--- src/rtl/instr_fetch.sv ---
// Program-counter / instruction-register stage: fetches from instruction memory, resolves taken
// branches through a small target LUT, detects the halt word and owns the start/done handshake.
module instr_fetch #(
    parameter int unsigned   PCW     = 10,
    parameter int unsigned   IW      = 9,
    parameter int unsigned   LUTN    = 8,
    parameter logic [IW-1:0] HALT_OP = 9'h1FF
) (
    input  logic                    Clk,
    input  logic                    Reset,
    input  logic                    start,
    input  logic                    stall,
    input  logic                    branch_taken,
    input  logic                    lut_we,
    input  logic [$clog2(LUTN)-1:0] lut_idx,
    input  logic [PCW-1:0]          lut_data,
    input  logic [IW-1:0]           imem_data,
    output logic [PCW-1:0]          imem_addr,
    output logic [IW-1:0]           ir,
    output logic [4:0]              ctrl_field,
    output logic                    instr_valid,
    output logic [PCW-1:0]          pc_of_ir,
    output logic                    done
);

    localparam int unsigned LIW = $clog2(LUTN);

    typedef enum logic [1:0] {StIdle, StRun, StHalt} state_e;

    state_e         state_q, state_d;
    logic [PCW-1:0] pc_q, pc_d;
    logic [IW-1:0]  ir_q, ir_d;
    logic [PCW-1:0] poi_q, poi_d;
    logic           valid_q, valid_d;
    logic           done_q, done_d;
    logic [PCW-1:0] lut_q [LUTN];

    always_comb begin
        state_d = state_q;
        pc_d    = pc_q;
        ir_d    = ir_q;
        poi_d   = poi_q;
        valid_d = valid_q;
        done_d  = done_q;
        unique case (state_q)
            StIdle: begin
                pc_d    = '0;
                valid_d = 1'b0;
                done_d  = 1'b0;
                if (start) begin
                    state_d = StRun;
                end
            end
            StRun: begin
                if (!stall) begin
                    // Halt wins over a branch resolved against the same instruction.
                    if (valid_q && (ir_q == HALT_OP)) begin
                        state_d = StHalt;
                        done_d  = 1'b1;
                        valid_d = 1'b0;
                    end else if (valid_q && branch_taken) begin
                        // Squash the sequentially fetched word; LUT read sees pre-write contents.
                        pc_d    = lut_q[ir_q[LIW-1:0]];
                        ir_d    = '0;
                        poi_d   = pc_q;
                        valid_d = 1'b0;
                    end else begin
                        ir_d    = imem_data;
                        poi_d   = pc_q;
                        valid_d = 1'b1;
                        pc_d    = pc_q + 1'b1;
                    end
                end
            end
            StHalt: begin
                done_d  = 1'b1;
                valid_d = 1'b0;
                if (start) begin
                    state_d = StRun;
                    pc_d    = '0;
                    done_d  = 1'b0;
                end
            end
            default: state_d = StIdle;
        endcase
    end

    always_ff @(posedge Clk or negedge Reset) begin
        if (!Reset) begin
            state_q <= StIdle;
            pc_q    <= '0;
            ir_q    <= '0;
            poi_q   <= '0;
            valid_q <= 1'b0;
            done_q  <= 1'b0;
        end else begin
            state_q <= state_d;
            pc_q    <= pc_d;
            ir_q    <= ir_d;
            poi_q   <= poi_d;
            valid_q <= valid_d;
            done_q  <= done_d;
        end
    end

    always_ff @(posedge Clk or negedge Reset) begin
        if (!Reset) begin
            for (int i = 0; i < int'(LUTN); i++) begin
                lut_q[i] <= '0;
            end
        end else if (lut_we) begin
            lut_q[lut_idx] <= lut_data;
        end
    end

    assign imem_addr   = pc_q;
    assign ir          = ir_q;
    assign ctrl_field  = ir_q[IW-1:IW-5];
    assign instr_valid = valid_q;
    assign pc_of_ir    = poi_q;
    assign done        = done_q;

endmodule

--- config.mk ---
export PLATFORM = sky130hd
export DESIGN_NAME = instr_fetch
export DESIGN_NICKNAME = d
export VERILOG_FILES = /design/src/rtl/instr_fetch.sv
export SDC_FILE = /design/constraint.sdc
export NUM_CORES = 1
export LEC_CHECK = 0
export CAP_MARGIN = 40
export CORE_ASPECT_RATIO = 0.8
export CORE_MARGIN = 2
export CORE_UTILIZATION = 46
export CTS_CLUSTER_SIZE = 12
export DETAILED_ROUTE_END_ITERATION = 7
export PLACE_DENSITY = 0.68
export SLEW_MARGIN = 20
export SYNTH_ARGS = -nofsm -noshare
export SYNTH_HDL_FRONTEND = slang
export SYNTH_SLANG_ARGS = --single-unit
--- constraint.sdc ---
create_clock -name Clk -period 3.35 [get_ports Clk]
set_input_delay 1.005 -clock Clk [delete_from_list [all_inputs] [get_ports Clk]]
set_output_delay 1.005 -clock Clk [all_outputs]
set_load 0.005 [all_outputs]
# --- Yosys cells after proc, flatten, opt, wreduce, memory -nomap -nowiden ---
# Cells that the tools add are included.
classes:
  n_lt_le_gt_ge: 3
  reduce_logical: 12
  muxes: 24
  bitwise: 4
  add_sub_neg: 1
  eq_ne: 8
op_table:
  columns: ["op", "count"]
  rows:
  - ["bitwise mux 80 bit", 1]
  - ["2-to-1 mux 10 bit", 7]
  - ["binary-select mux 10 bit (select 3 bit)", 1]
  - ["demux 10 bit (select 3 bit)", 1]
  - ["one-hot mux 10 bit (3 select lines)", 1]
  - ["adder 10 x 1 -> 10 bit (second input constant)", 1]
  - ["equality test 9 bit (second input constant)", 1]
  - ["2-to-1 mux 9 bit", 1]
  - ["AND reduction 3 bit", 3]
  - ["greater-or-equal comparator 4 bit (second input constant)", 2]
  - ["!= test 2 bit (second input constant)", 4]
  - ["inverter 3 -> 4 bit", 2]
  - ["2-to-1 mux 1 bit", 6]
  - ["2-to-1 mux 2 bit", 3]
  - ["< comparator 4 x 1 -> 1 bit (second input constant)", 1]
  - ["one-hot mux 2 bit (2 select lines)", 1]
  - ["AND reduction 4 bit", 1]
  - ["logical AND 1 bit", 3]
  - ["one-hot mux 1 bit (3 select lines)", 1]
  - ["nonzero test 3 bit", 1]
  - ["equality test 2 x 1 -> 1 bit (second input constant)", 1]
  - ["equality test 2 bit (second input constant)", 1]
  - ["logical NOT 2 bit", 1]
  - ["!= test 2 x 1 -> 1 bit (second input constant)", 1]
  - ["other kinds (5)", 6]
totals:
  in_bits: 28
  ff_bits: 113
  output_inout_bits: 36

# --- Logic depth before layout (Yosys ltp) ---
# Gate-level depths: netlist of run 1.
depth:
  word_depth: 8
  mapped_depth: 8
  depth_no_buf: 6

# --- Worst setup path before layout of run 1 ---
# OpenSTA, ideal clock, no wires.
synth_timing:
  path_kind: "input-to-reg"
  start: "input port lut_idx[2]"
  end: "register lut_q[60] (netlist bit)"
  setup_slack_ns: 1.177
  t_arrival_ns: 2.048
  path_stages: 3
  path_buffers: 1
  path_cell_list: "buf_2 -> nor3_2 -> mux2_2"
synth_between:
  elab_chain_len: 6
  elab_cells_between_ends: 7
  cone_classes: "order compare (2); mux (3); bitwise (1); reduce/logical (1)"
synth_lines:
  columns: ["item", "line", "source"]
  rows:
  - ["start: declaration", "15", "input logic [$clog2(LUTN)-1:0] lut_idx,"]
  - ["inverter 3 -> 4 bit (implied by the code) *", "112", "lut_q[lut_idx] <= lut_data;"]
  - ["greater-or-equal comparator 4 bit (implied by the code) / < comparator 4 x 1 -> 1 bit (equally long branches)", "112", null]
  - ["logical AND 1 bit (implied by the code)", "112", null]
  - ["2-to-1 mux 10 bit (implied by the code)", "112", null]
  - ["demux 10 bit (select 3 bit) *", "112", null]
  - ["bitwise mux 80 bit *", "112", null]
  - ["end signal: indexed assignment", "112", null]
  - ["end: declaration", "36", "logic [PCW-1:0] lut_q [LUTN];"]
# Mark *: on every way between the ends. The rest lies on a longest branch, timed or not.
# A chain may end at the register's enable or synchronous reset.

# --- Final worst setup path of run 1 ---
layout_timing:
  start: "register ir_q[0] (netlist: ir[0])"
  end: "output port ir[0]"
layout_lines:
  columns: ["item", "line", "source"]
  rows:
  - ["start: declaration", "32", "logic [IW-1:0] ir_q, ir_d;"]
  - ["start signal: assignment", "99", "ir_q <= ir_d;"]
  - ["end: declaration", "19", "output logic [IW-1:0] ir,"]
# No word-level cell between the ends.

==> impl_metrics.env, run 1 <==
export IMPL_netlist_area_leader_share=0.522
export IMPL_drv_slew=0
export IMPL_layout_setup_ws_ns=0.481
export IMPL_worst_slew_margin_rel=0.499
export IMPL_die_area_um2=12700
export IMPL_cts_sinks=113
export IMPL_fin_util=0.587
export IMPL_layout_nets=504
export IMPL_grt_overflow=0
export IMPL_p_comb_frac=0.299
export IMPL_switching_power_uw=1570
export IMPL_r2r_setup_slack_ns=0.94
export IMPL_ys_seq_elements=113
export IMPL_avgViaCountPerCell=5.65
export IMPL_cts_hold_buffers=0
export IMPL_period_needed_ns=2.87
export IMPL_max_freq_ghz=0.349
export IMPL_end_kind="output port"
export IMPL_synthFlopType="dfrtp_1"
export IMPL_timing_rr_start="ir[0]"
export IMPL_setup_viol_count_final=0
export IMPL_status="finished, final reports clean"
export IMPL_place_area_um2=6160
export IMPL_drtAntennaViolNets=0
export IMPL_start_util=0.470
export IMPL_cp_top_family="flip-flops"
export IMPL_ys_types=50
export IMPL_cts_buffers_inserted=17
export IMPL_startpoint_type="flop"
export IMPL_power_share_switching=0.290
export IMPL_hold_path_end="lut_q[29]"
export IMPL_peakVddDrop_mv=0.438
export IMPL_syn_inst=402
export IMPL_rr_endpoint="imem_addr[1]"
export IMPL_crit_chain="clkdlybuf4s50_1"
export IMPL_grt_use_total=0.193
export IMPL_async_flop_share=1.00
export IMPL_dp_hpwl_um=7600
export IMPL_dp_slack_ns=0.449
export IMPL_core_area_um2=11500
export IMPL_grt_pass1_vias=3634
export IMPL_clock_skew_ns=0.00475
export IMPL_yosys_area_top_type="dfrtp_1"
export IMPL_cts_setup_buffers=0
export IMPL_timing_final_crit_share=0.856
export IMPL_synth_edf_count=0
export IMPL_internal_power_uw=3840
export IMPL_drt_first_pass_iters=5
export IMPL_fin_setup_tns_ns=0
export IMPL_max_stage_delay_ns=0.82
export IMPL_crit_type="reg2out"
export IMPL_path_buf_inv=1
export IMPL_ys_top_cells_by_area="dfrtp_1 (52%), mux2_2 (20%), mux4_2 (4.6%), mux4_1 (2.4%), nand2_1 (2.4%)"
export IMPL_wl_um=11400
export IMPL_grt_start_max_net_pins=85
export IMPL_h_tree_depth=4
export IMPL_io_pins=64
export IMPL_p_leak_uw=0.00289
export IMPL_rsz0062_at_grt="no"
export IMPL_die_h_um=101
export IMPL_worstPathArrival_ns=1.86
export IMPL_numPortBuffers=63
export IMPL_p_seq_frac=0.367
export IMPL_crit_required_ns=2.34
export IMPL_root_buffer="clkbuf_16"
export IMPL_worst_hold_startpoint="lut_q[29]"
export IMPL_clkTransAtPathRegs_ns=0.05
export IMPL_clk_latency_ns=0.41
export IMPL_drt_wirelength_per_cell_um=18.1
export IMPL_syn_cell_area_um2=5420
export IMPL_row_count=35
export IMPL_hold_depth=1
export IMPL_drv_cap=0
export IMPL_hold_violations=0
export IMPL_cts_resized=0
export IMPL_worst_slew_pin_slew_ns=0.752
export IMPL_crit_slowest_cell="dfrtp_1"
export IMPL_postLayoutCellArea_um2=6760
export IMPL_drc=0
export IMPL_ys_seq_area_frac=0.522
export IMPL_n_antenna_cell=0
export IMPL_rr_worst_depth=5
export IMPL_avgSynthCellArea_um2=13.5
export IMPL_syn_to_final_growth_pct=24.8
export IMPL_die_w_um=125
export IMPL_vias=3566
export IMPL_hold_class="reg2reg"
export IMPL_cts_tree="yes"
export IMPL_critPathMaxFanout=13
export IMPL_drive_gt1_frac=0.319
export IMPL_nFillCells=909
export IMPL_place_congestion=0.823
export IMPL_clock_path_buffers=2
export IMPL_syn_nets=436
export IMPL_drt_iter0_markers=230
export IMPL_power_density_nw_per_um2=800
export IMPL_grt_pass1_wl_um=18700
export IMPL_antenna_found_initial=0
export IMPL_synth_warnings=0
export IMPL_p_clk_frac=0.334
## cell families (layout without fill, tap and decap cells)
group | Yosys count | in the layout | synth area share
buf+inv | 32 | 113 | 0.0365
fa+ha+maj | 6 | 6 | 0.0139
flops | 113 | 113 | 0.522
simple gates | 77 | 77 | 0.0732
mux | 122 | 122 | 0.288
compound gates | 52 | 52 | 0.0663
## worst max-delay path by stage
stage	from	endpoint	slack, ns	cells after the start
after floorplan	lut_idx[2]	lut_q[60]	1.18	3
after global placement	lut_idx[1]	lut_q[21]	0.53	3
after detailed placement	lut_idx[1]	lut_q[22]	0.45	3
after CTS	ir[0]	ir[0]	0.44	1
after global routing	ir[0]	ir[0]	0.36	1
final	ir[0]	ir[0]	0.48	1
## sequential cells by signal, summed over array words and instances (netlist names)
| register | flops |
|---|---|
| done | 1 |
| imem_addr | 10 |
| instr_valid | 1 |
| state_q | 2 |
| pc_of_ir | 10 |
| ir | 9 |
| lut_q | 80 |
## cells in the final DEF, fill, tap and decap left out, types with 4 or more instances in the layout
master           netlist  layout
mux4_2                11      11
ha_1                   6       6
a21oi_1                7       7
mux2_2                95      95
nand3_1                8       8
nor2b_1                4       4
dfrtp_1              113     113
mux4_1                 5       5
nor2_1                 7       7
buf_4                 11      14
nand4_1                4       4
clkdlybuf4s50_1        0      62
mux2i_1               10      10
nand2_1               34      34
inv_1                  4       4
clkbuf_16              0      17
clkinv_2               0       6
o21ai_0               17      17
## per-layer routing
layer	global-route usage	routed length, um
met4	0.0744	175
met5	0	0
met1	0.254	5340
met2	0.311	5410
met3	0.0494	498
## through the flow
stage	total power (uW)	hold WS (ns)	std cells
2_1_floorplan	3050	0.470	402
3_3_place_gp	3580	0.480	599
3_5_place_dp	3630	0.484	599
4_1_cts	5460	0.496	631
5_1_grt	5700	0.505	631
6_report	5410	0.494	631
## power groups by stage
stage	registers, uW	logic (uW)	clock network [uW]
after detailed placement	2010	1630	0
after global placement	1980	1600	0
after global routing	2040	1760	1900
after floorplan	1910	1140	0
after CTS	1990	1630	1840
final	1980	1620	1810
## Yosys cell counts, types with 3 or more instances
master    count
ha_1          6
mux2i_1      10
nor2_1        7
nand4b_1      3
or3_1         3
nand2_1      34
mux4_1        5
nand4_1       4
clkbuf_1      7
a21oi_1       7
o21ai_1       3
a22o_1        3
nor2b_1       4
buf_4        11
nand3_1       8
dfrtp_1     113
mux2_2       95
buf_2         7
inv_1         4
mux4_2       11
o21ai_0      17
## area by class of cell
class	instances	area (um^2)	share of cell area
flip-flops and latches	113	2830	0.418
multi-input cells	257	2390	0.354
repair buffers	77	746	0.110
clock buffers	21	460	0.0681
well taps	148	185	0.0274
clock inverters	11	136	0.0202
inverters	4	15.0	0.00222
(Power assumes the default switching activity.)
==> inputs of run 2 (changes only) <==
==> constraint.sdc (replaced) <==
create_clock -name Clk -period 3.35 [get_ports Clk]
set_input_delay 0.5025 -clock Clk [delete_from_list [all_inputs] [get_ports Clk]]
set_output_delay 0.5025 -clock Clk [all_outputs]
set_load 0.005 [all_outputs]
==> run 2 against run 1 <==
Critical path depth increased by 5. Sequential share of layout area increased by 0.21 points. Global-route usage decreased by 0.20 points. Worst hold slack got worse by 0.43 ns. Critical path type is now reg2reg. Clock power about the same. Die area unchanged. Sequential power about the same. Highest routed layer unchanged.
==> impl_metrics.env, run 2 (synthesis gave the netlist of run 1 again) <==
export IMPL_place_congestion=0.852
export IMPL_worst_slew_pin_slew_ns=0.791
export IMPL_numPortBuffers=63
export IMPL_grt_overflow=0
export IMPL_clock_skew_ns=0.00514
export IMPL_multi_input_area_um2=2390
export IMPL_vias=3485
export IMPL_io_pins=64
export IMPL_dp_hpwl_um=7340
export IMPL_drt_wirelength_per_cell_um=18.1
export IMPL_crit_required_ns=3.65
export IMPL_nFillCells=915
export IMPL_grt_use_total=0.191
export IMPL_hold_violations=0
export IMPL_drv_slew=0
export IMPL_rsz0062_at_grt="no"
export IMPL_period_needed_ns=2.21
export IMPL_startpoint_type="flop"
export IMPL_cts_resized=0
export IMPL_cts_sinks=113
export IMPL_crit_type="reg2reg"
export IMPL_hold_class="in2async"
export IMPL_drc=0
export IMPL_fin_setup_tns_ns=0
export IMPL_worst_slew_margin_rel=0.471
export IMPL_power_density_nw_per_um2=801
export IMPL_end_kind="flop"
export IMPL_n_antenna_cell=0
export IMPL_cts_hold_buffers=0
export IMPL_die_area_um2=12700
export IMPL_root_buffer="clkbuf_16"
export IMPL_layout_nets=501
export IMPL_die_h_um=101
export IMPL_h_tree_depth=4
export IMPL_grt_start_max_net_pins=77
export IMPL_crit_slowest_cell="o22ai_1"
export IMPL_cts_buffers_inserted=17
export IMPL_syn_to_final_growth_pct=24.2
export IMPL_clkTransAtPathRegs_ns=0.05
export IMPL_crit_chain="inv_1 -> ha_1 -> o311ai_4 -> o22ai_1 -> o21ai_0 -> a32o_1"
export IMPL_top_register="lut_q"
export IMPL_drtAntennaViolNets=0
export IMPL_setup_viol_count_final=0
export IMPL_critPathMaxFanout=9
export IMPL_max_stage_delay_ns=0.56
export IMPL_max_freq_ghz=0.453
export IMPL_layout_setup_ws_ns=1.14
export IMPL_cp_top_family="compound AO/OA/AOI/OAI gates"
export IMPL_grt_pass1_vias=3464
export IMPL_mostFrequentLayoutCells="dfrtp_1 (113), mux2_2 (95), clkdlybuf4s50_1 (62)"
export IMPL_drt_iter0_markers=215
export IMPL_peakVddDrop_mv=0.411
export IMPL_status="finished, final reports clean"
export IMPL_drt_first_pass_iters=5
export IMPL_drv_cap=0
export IMPL_cts_setup_buffers=0
export IMPL_cts_tree="yes"
export IMPL_antenna_found_initial=0
export IMPL_worstPathArrival_ns=2.51
export IMPL_wl_um=11400
export IMPL_avgViaCountPerCell=5.56
export IMPL_drive_gt1_frac=0.313
export IMPL_final_common_cell="dfrtp_1"
export IMPL_grt_pass1_wl_um=18500
export IMPL_dp_slack_ns=0.974
export IMPL_largest_register_ffs=80
export IMPL_row_count=35
export IMPL_path_buf_inv=1
export IMPL_clock_path_buffers=2
export IMPL_start_util=0.470
export IMPL_clk_latency_ns=0.41
export IMPL_seqCellArea_um2=2830
export IMPL_p_leak_uw=0.00287
export IMPL_die_w_um=125
export IMPL_timing_final_crit_share=0.660
export IMPL_core_area_um2=11500
-- run 2: changes by cell type in the layout (fill, tap and decap cells not counted) --
cell,before,now
buf_4,14,11
clkbuf_8,2,1
clkinv_2,6,5
clkinvlp_4,1,2
-- run 2: final cells by class --
type / count / area share
clock buffer: 20 / 0.0664
clock inverter: 11 / 0.0206
inverter: 4 / 0.00223
multi-input combinational: 257 / 0.355
sequential: 113 / 0.420
tap: 148 / 0.0275
timing repair buffer: 74 / 0.107
-- run 2: per-stage QoR --
stage | hold WS [ns] | util | total power [uW] | cell area [um^2] | instances
floorplan | 0.207 | - | 3050 | 5420 | 402
global placement | 0.479 | 0.533 | 3570 | 6140 | 596
detailed placement | 0.488 | 0.533 | 3620 | 6140 | 596
CTS | 0.0709 | 0.584 | 5430 | 6730 | 627
global route | 0.0965 | 0.584 | 5680 | 6730 | 627
finish | 0.0603 | 0.584 | 5390 | 6730 | 627
-- run 2: path summary, 6_finish.rpt --
check | slack [ns] | cells after the start | to | startpoint
setup / recovery | 1.14 | 6 | imem_addr[8] | state_q[1]
hold / removal | 0.06 | 1 | ir[6] | Reset
setup reg to reg | 1.14 | 6 | imem_addr[8] | state_q[1]
hold reg to reg | 0.49 | 2 | done | done
max in group asynchronous | 2.51 | 2 | lut_q[27] | Reset
min in group Clk | 0.49 | 2 | done | done
-- run 2: routing by layer --
layer	GRT usage	vias up	wire length [um]
li1	-	1619	-
met1	0.268	1773	5640
met2	0.288	80	5080
met3	0.0494	13	474
met4	0.0735	0	167
met5	0	-	0
-- run 2: where the power goes --
| part | switching, uW | internal, uW | total, uW |
|---|---|---|---|
| Clock | 615 | 1180 | 1790 |
| Sequential | 238 | 1710 | 1950 |
| Combinational | 725 | 922 | 1650 |
| Total | 1580 | 3810 | 5390 |
-- run 2: worst register-to-register path: stages (launching register included) --
cell      delay, ns
dfrtp_1        0.40
inv_1          0.11
ha_1           0.38
o311ai_4       0.18
o22ai_1        0.56
o21ai_0        0.22
a32o_1         0.24
==> inputs of run 3 (changes only) <==
Clock period 3.35 ns to 2.2 ns, I/O delays scaled along.
==> run 3 against run 2 <==
Combinational power is 59% higher. Sequential cell count unchanged. Final cell count increased by 1.6%. Clock skew barely moved. Sequential share of layout area is 0.93 points lower. Routed wire length rose by 4.6%. Critical path depth is 4 lower. Die area unchanged. Clock power up 59%. Global-route usage up 1.2 points. Critical path type is now reg2out. Critical endpoint is now ir[2]. Largest power group unchanged.
==> impl_metrics.env, run 3 (synthesis gave the netlist of run 1 again) <==
export IMPL_status="finished, final reports clean"
export IMPL_clkTransAtPathRegs_ns=0.05
export IMPL_rr_endpoint="imem_addr[8]"
export IMPL_die_h_um=101
export IMPL_instances_no_fill=637
export IMPL_p_seq_frac=0.353
export IMPL_fin_setup_tns_ns=0
export IMPL_syn_to_final_growth_pct=27.0
export IMPL_grt_pass1_vias=3604
export IMPL_crit_type="reg2out"
export IMPL_die_area_um2=12700
export IMPL_drv_cap=0
export IMPL_grt_use_total=0.202
export IMPL_io_pins=64
export IMPL_layout_nets=513
export IMPL_p_leak_uw=0.00295
export IMPL_cts_tree="yes"
export IMPL_crit_required_ns=1.87
export IMPL_cts_buffers_inserted=17
export IMPL_setup_viol_count_final=0
export IMPL_cts_setup_buffers=0
export IMPL_grt_start_max_net_pins=45
export IMPL_drt_first_pass_iters=4
export IMPL_r2r_setup_slack_ns=0.27
export IMPL_root_buffer="clkbuf_16"
export IMPL_mostFrequentLayoutCells="dfrtp_1 (113), mux2_2 (95), clkdlybuf4s50_1 (62)"
export IMPL_switching_power_uw=2390
export IMPL_worstPathArrival_ns=1.66
export IMPL_largest_register_ffs=80
export IMPL_core_area_um2=11500
export IMPL_drt_iter0_markers=213
export IMPL_drt_wirelength_per_cell_um=18.7
export IMPL_startpoint_type="flop"
export IMPL_max_freq_ghz=0.503
export IMPL_clock_skew_ns=0.00525
export IMPL_numPortBuffers=63
export IMPL_vias=3574
export IMPL_drtAntennaViolNets=0
export IMPL_h_tree_depth=4
export IMPL_wl_um=11900
export IMPL_row_count=35
export IMPL_dp_hpwl_um=7920
export IMPL_clk_latency_ns=0.41
export IMPL_avgViaCountPerCell=5.61
export IMPL_worst_slew_margin_rel=0.646
export IMPL_cts_hold_buffers=1
export IMPL_final_common_cell="dfrtp_1"
export IMPL_n_antenna_cell=0
export IMPL_place_congestion=0.890
export IMPL_power_density_nw_per_um2=1230
export IMPL_dp_slack_ns=0.166
export IMPL_top_register="lut_q"
export IMPL_hold_class="in2async"
export IMPL_start_util=0.470
export IMPL_hold_worst_slack_ns=0.440
export IMPL_period_needed_ns=1.99
export IMPL_dp_cells=607
export IMPL_drv_slew=0
export IMPL_hold_violations=0
export IMPL_internal_power_uw=6070
export IMPL_rr_worst_depth=5
export IMPL_worst_slew_pin_slew_ns=0.524
export IMPL_power_share_switching=0.282
export IMPL_startpoint="ir[2]"
export IMPL_timing_final_crit_share=0.903
export IMPL_drive_gt1_frac=0.323
export IMPL_nFillCells=919
export IMPL_drc=0
export IMPL_cts_sinks=113
export IMPL_rsz0062_at_grt="no"
export IMPL_end_kind="output port"
export IMPL_grt_pass1_wl_um=19400
export IMPL_peakVddDrop_mv=0.611
export IMPL_cts_resized=0
export IMPL_critPathMaxFanout=20
export IMPL_layout_setup_ws_ns=0.213
export IMPL_die_w_um=125
export IMPL_p_clk_frac=0.336
export IMPL_antenna_found_initial=0
export IMPL_timing_rr_start="ir[0]"
export IMPL_grt_overflow=0
export IMPL_clock_path_buffers=2
export IMPL_p_comb_frac=0.311
run 3: cell types whose count changed in the layout (fill, tap and decap cells not counted), moves of 2 or more:
cell	change
buf_12	+3
clkinvlp_4	-2
clkinv_2	-3
clkbuf_8	+2
buf_4	+8
run 3: per-stage QoR:
step	area [um^2]	utilization	power [uW]
after floorplan	5420	-	4640
after global placement	6260	0.544	5570
after detailed placement	6260	0.544	5640
after CTS	6880	0.597	8520
after global routing	6880	0.597	8910
final	6880	0.597	8460
run 3: power by group through the flow:
stage	sequential [uW]	clock, uW	combinational, uW
2_1_floorplan	2900	0	1740
3_3_place_gp	2980	0	2590
3_5_place_dp	3010	0	2630
4_1_cts	2990	2880	2650
5_1_grt	3050	2980	2870
6_report	2980	2840	2630
run 3: layout make-up:
type	count	area, um^2	share of cell area
sequential	113	2830	0.411
multi-input combinational	257	2390	0.348
timing repair buffer	86	853	0.124
clock buffer	23	478	0.0695
tap	148	185	0.0269
clock inverter	6	130	0.0189
inverter	4	15.0	0.00218
run 3: worst max path at each step:
| stage | slack, ns | cells after the start | to |
|---|---|---|---|
| after floorplan | 0.47 | 7 | imem_addr[4] |
| after global placement | 0.23 | 5 | lut_q[58] |
| after detailed placement | 0.17 | 5 | lut_q[37] |
| after CTS | 0.20 | 2 | ir[1] |
| after global routing | 0.1 | 4 | pc_of_ir[5] |
| final | 0.21 | 2 | ir[2] |
run 3: layer usage:
metal,GRT usage,part of all wire,wire [um],up-vias
li1,-,-,-,1638
met1,0.271,0.47,5580,1817
met2,0.318,0.46,5500,105
met3,0.0600,0.054,639,14
met4,0.0667,0.014,167,0
met5,0.0314,0,0,-
run 3: critical path: stages (launching register included):
cell             delay [ns]
dfrtp_1                0.36
buf_4                  0.32
clkdlybuf4s50_1        0.57
==> RTL edit 1: new RTL, config.mk and constraints of run 3 <==
Re-encode `state_e` (3 states) as one-hot, 3 bits wide.
--- a/src/rtl/instr_fetch.sv
+++ b/src/rtl/instr_fetch.sv
@@ -27,3 +27,3 @@
 
-    typedef enum logic [1:0] {StIdle, StRun, StHalt} state_e;
+    typedef enum logic [2:0] {StIdle = 3'b001, StRun = 3'b010, StHalt = 3'b100} state_e;
 
Function: no difference found for any inputs over 4 cycles, from zero or initial values and one cycle with Reset low; so few cycles prove little.
==> RTL edit 1 against run 3 <==
Area after synthesis shrank 0.95%; wire length rose by 0.42%; sequential cell count rose by 1; utilization is 0.46 points higher; power down 8.0%; die area decreased by 0.91%; non-clock buffer count increased by 4; global-route usage increased by 0.44 points; clock skew rose by 0.0024 ns; maximum frequency increased by 0.63%; design area unchanged; setup slack better by 0.012 ns; largest cell class unchanged; largest power group unchanged.
==> RTL edit 1: results (changes against run 3) <==
grt_pass1_vias: 3806  # +5.6%
vdd_drop_max_uv: 632  # +3.4%
place_congestion: 0.816  # -8.3%
place_ws_ns: 0.148  # -0.0188 ns
synthTopCellsByCount: "dfrtp_1 (113), mux2_2 (82), nand2_1 (51)"
met3_length_um: 622  # -2.7%
p_leak_nw: 2.93  # -0.84%
power.clock.fraction_pct: 36.4  # +2.8 points
crit_arrival_ns: 2.30  # +0.64 ns
met1_usage_pct: 27.5  # +0.44 points
comb_power_mw: 2.05  # -22%
placed_area_um2: 6260  # about the same
synthAdderAreaFrac_pct: 0.233  # -1.2 points
skew_ns: 0.00768  # +0.00243 ns
synthTopCellsByArea: "dfrtp_1 (53%), mux2_2 (17%), nand2_1 (3.6%)"
synthMuxAreaShare_pct: 24.9  # -3.9 points
synth_compound_area_share_pct: 6.69  # +0.063 points
synth_xor_area_share_pct: 0.163  # +0.16 points
grt_pass1_wl_mm: 19.8  # +2.2%
slowest_stage: "dfrtp_1"
tightestPinTransition_ns: 0.562  # +0.0388 ns
yosysSeqAreaShare_pct: 53.2  # +0.99 points
outcome: "finished clean"
drive_above_1_share_pct: 29.2  # -3.1 points
finalNonFillerCells: 676  # +6.1%
dr_wl_met2_mm: 5.45  # -0.96%
slowest_delay_ns: 0.55  # -0.02 ns
syn_area_per_cell_um2: 12.4  # -8.3%
internal_power_mw: 5.62  # -7.4%
track_usage_pct: 20.7  # +0.44 points
drtIter0Drc: 196  # -8.0%
final_nets: 544  # +6.0%
==> RTL edit 1: cell types whose count changed after synthesis, moves of 6 or more <==
cell,before,now
o21ai_0,17,23
nand2_1,34,51
nand3_1,8,15
a2111oi_0,0,6
mux2_2,95,82
nor3_1,1,9
==> RTL edit 1: final cells by class <==
class	count	area, um2
Tap cell	148	185
Clock buffer	21	450
Fill cell	897	4550
Timing Repair Buffer	90	871
Multi-Input combinational cell	284	2330
Inverter	8	30.0
Sequential cell	114	2850
Clock inverter	11	160
==> RTL edit 1: worst paths after layout <==
| path | depth (start not counted) | slack (ns) | from | end |
|---|---|---|---|---|
| min reg2reg | 2 | 0.48 | pc_of_ir[9] | pc_of_ir[9] |
| max | 5 | 0.23 | ir[0] | imem_addr[2] |
| max reg2reg | 5 | 0.23 | ir[0] | imem_addr[2] |
| max in group asynchronous | 3 | 1.05 | Reset | state_q[0] |
| min | 2 | 0.46 | Reset | imem_addr[4] |
| min in group Clk | 3 | 0.47 | imem_data[7] | ir[7] |
==> RTL edit 2: new RTL, config.mk and constraints of run 3 <==
Without the edit above. The parameter `LUTN` goes from 8 to 16.
--- a/src/rtl/instr_fetch.sv
+++ b/src/rtl/instr_fetch.sv
@@ -5,3 +5,3 @@
     parameter int unsigned   IW      = 9,
-    parameter int unsigned   LUTN    = 8,
+    parameter int unsigned   LUTN    = 16,
     parameter logic [IW-1:0] HALT_OP = 9'h1FF
Interface: changed (resized lut_idx); port bits go from 64 to 65. The function was not compared with the original's and may differ.
==> RTL edit 2 against run 3 <==
Critical path depth grew 5; critical endpoint is now state_q[1]; critical path type is now reg -> reg; wire length increased by 76%; setup slack worse by 0.12 ns; power rose by 48%; area after synthesis rose by 66%; sequential cell count increased by 80; design area grew 59%; first-iteration DRC count up 79%.
==> RTL edit 2: results (changes against run 3) <==
yosysSeqAreaShare_pct: 53.6  # +1.4 points
track_usage_pct: 21.5  # +1.2 points
port_buffers: 64  # +1.6%
place_inst: 953  # +57%
vdd_drop_max_uv: 708  # +16%
p_leak_nw: 4.69  # +59%
synthTopCellsByCount: "dfrtp_1 (193), mux2_2 (170), nand2_1 (35)"
place_congestion: 0.906  # +1.9%
drtIter0Drc: 382  # +79%
synth.distinct_cells: 48  # -4.0%
maxSlewHeadroom_pct: 60.5  # -4.2 points
viasPerCell: 5.74  # +2.3%
synthCells: 627  # +56%
final_nets: 761  # +48%
dr.pass1.iters: 6  # +2
crit_fanout: 9  # -55%
slowest_stage: "or4_1"
slowest_delay_ns: 0.57  # about the same
crit_arrival_ns: 2.43  # +0.77 ns
dp_hpwl_mm: 14.7  # +86%
outcome: "finished clean"
synthTopCellsByArea: "dfrtp_1 (54%), mux2_2 (21%), mux4_2 (6.5%)"
routedWlPerCell_um: 21.0  # +12%
drive_above_1_share_pct: 40.2  # +7.9 points
cts-root-buf: "clkbuf_16"
skew_ns: 0.00695  # +0.00170 ns
synth_ff_type: "dfrtp_1"
clk_latency_ns: 0.43  # +0.02 ns
cts_buffers: 17  # unchanged
num_antenna_cells: 0  # unchanged
critical_path.top_delay_family: "simple AND/OR/NAND/NOR gates"
grt_pass1_wl_mm: 33.7  # +74%
grt_max_degree: 75  # +67%
largest_reg_flops: 160  # +100%
synth_fp_nets: 662  # +52%
grt_pass1_vias: 5955  # +65%
path_clk_slew_ns: 0.07  # +0.02 ns
async_reset_ff_share_pct: 100  # unchanged
wirelength_mm: 20.9  # +76%
fillers: 1477  # +61%
-- RTL edit 2: area by class of cell --
| class | instances | share of cell area (%) |
|---|---|---|
| Sequential cell | 193 | 44.2 |
| Timing Repair Buffer | 122 | 10.7 |
| Clock buffer | 17 | 3.89 |
| Clock inverter | 15 | 1.96 |
| Inverter | 8 | 0.275 |
| Tap cell | 258 | 2.95 |
| Multi-Input combinational cell | 384 | 36.1 |
-- RTL edit 2: final timing paths --
path | from | end | slack, ns | cells after the start
max in group asynchronous | Reset | lut_q[96] | 1.21 | 3
hold / removal | Reset | ir[8] | 0.31 | 2
min in group Clk | imem_data[7] | ir[7] | 0.44 | 3
setup / recovery | ir[0] | state_q[1] | 0.09 | 7
setup reg to reg | ir[0] | state_q[1] | 0.09 | 7
hold reg to reg | pc_of_ir[4] | pc_of_ir[4] | 0.49 | 2
-- RTL edit 2: routing by layer --
metal  global-route usage [%]  routed length (um)  vias up
li1                         -                   -     2534
met1                     30.6                9820     3008
met2                     34.0                9830      156
met3                     4.55                 994       25
met4                     5.62                 251        0
met5                        0                   0        -
-- RTL edit 2: cell families after synthesis --
family	share of synthesized area, %
AO/OA/AOI/OAI	4.44
adder cells (fa/ha/maj)	0.833
buffers and inverters	2.86
flip-flops	53.6
multiplexers	33.1
AND/OR/NAND/NOR	5.24
-- RTL edit 2: power by group --
part,switching [mW],internal (mW),total (mW)
combinational,1.74,2.40,4.14
sequential,0.584,4.42,5.00
clock,1.35,2.01,3.37
total,3.68,8.83,12.5
-- RTL edit 2: per-stage QoR --
step | worst slack (ns) | instance area, um2
4_1_cts | 0.0122 | 10800
6_report | 0.0921 | 10900
5_1_grt | -0.00832 | 10900
2_1_floorplan | 0.180 | 9020
3_5_place_dp | 0.00188 | 10200
3_3_place_gp | 0.0158 | 10200
-- RTL edit 2: what timing repair did --
action	4_1_cts	5_1_grt
buffers inserted	0	10
pin swaps	0	1
setup endpoints to repair	8	19
hold buffers	1	0
resized for setup	1	8
hold endpoints to repair	20	0
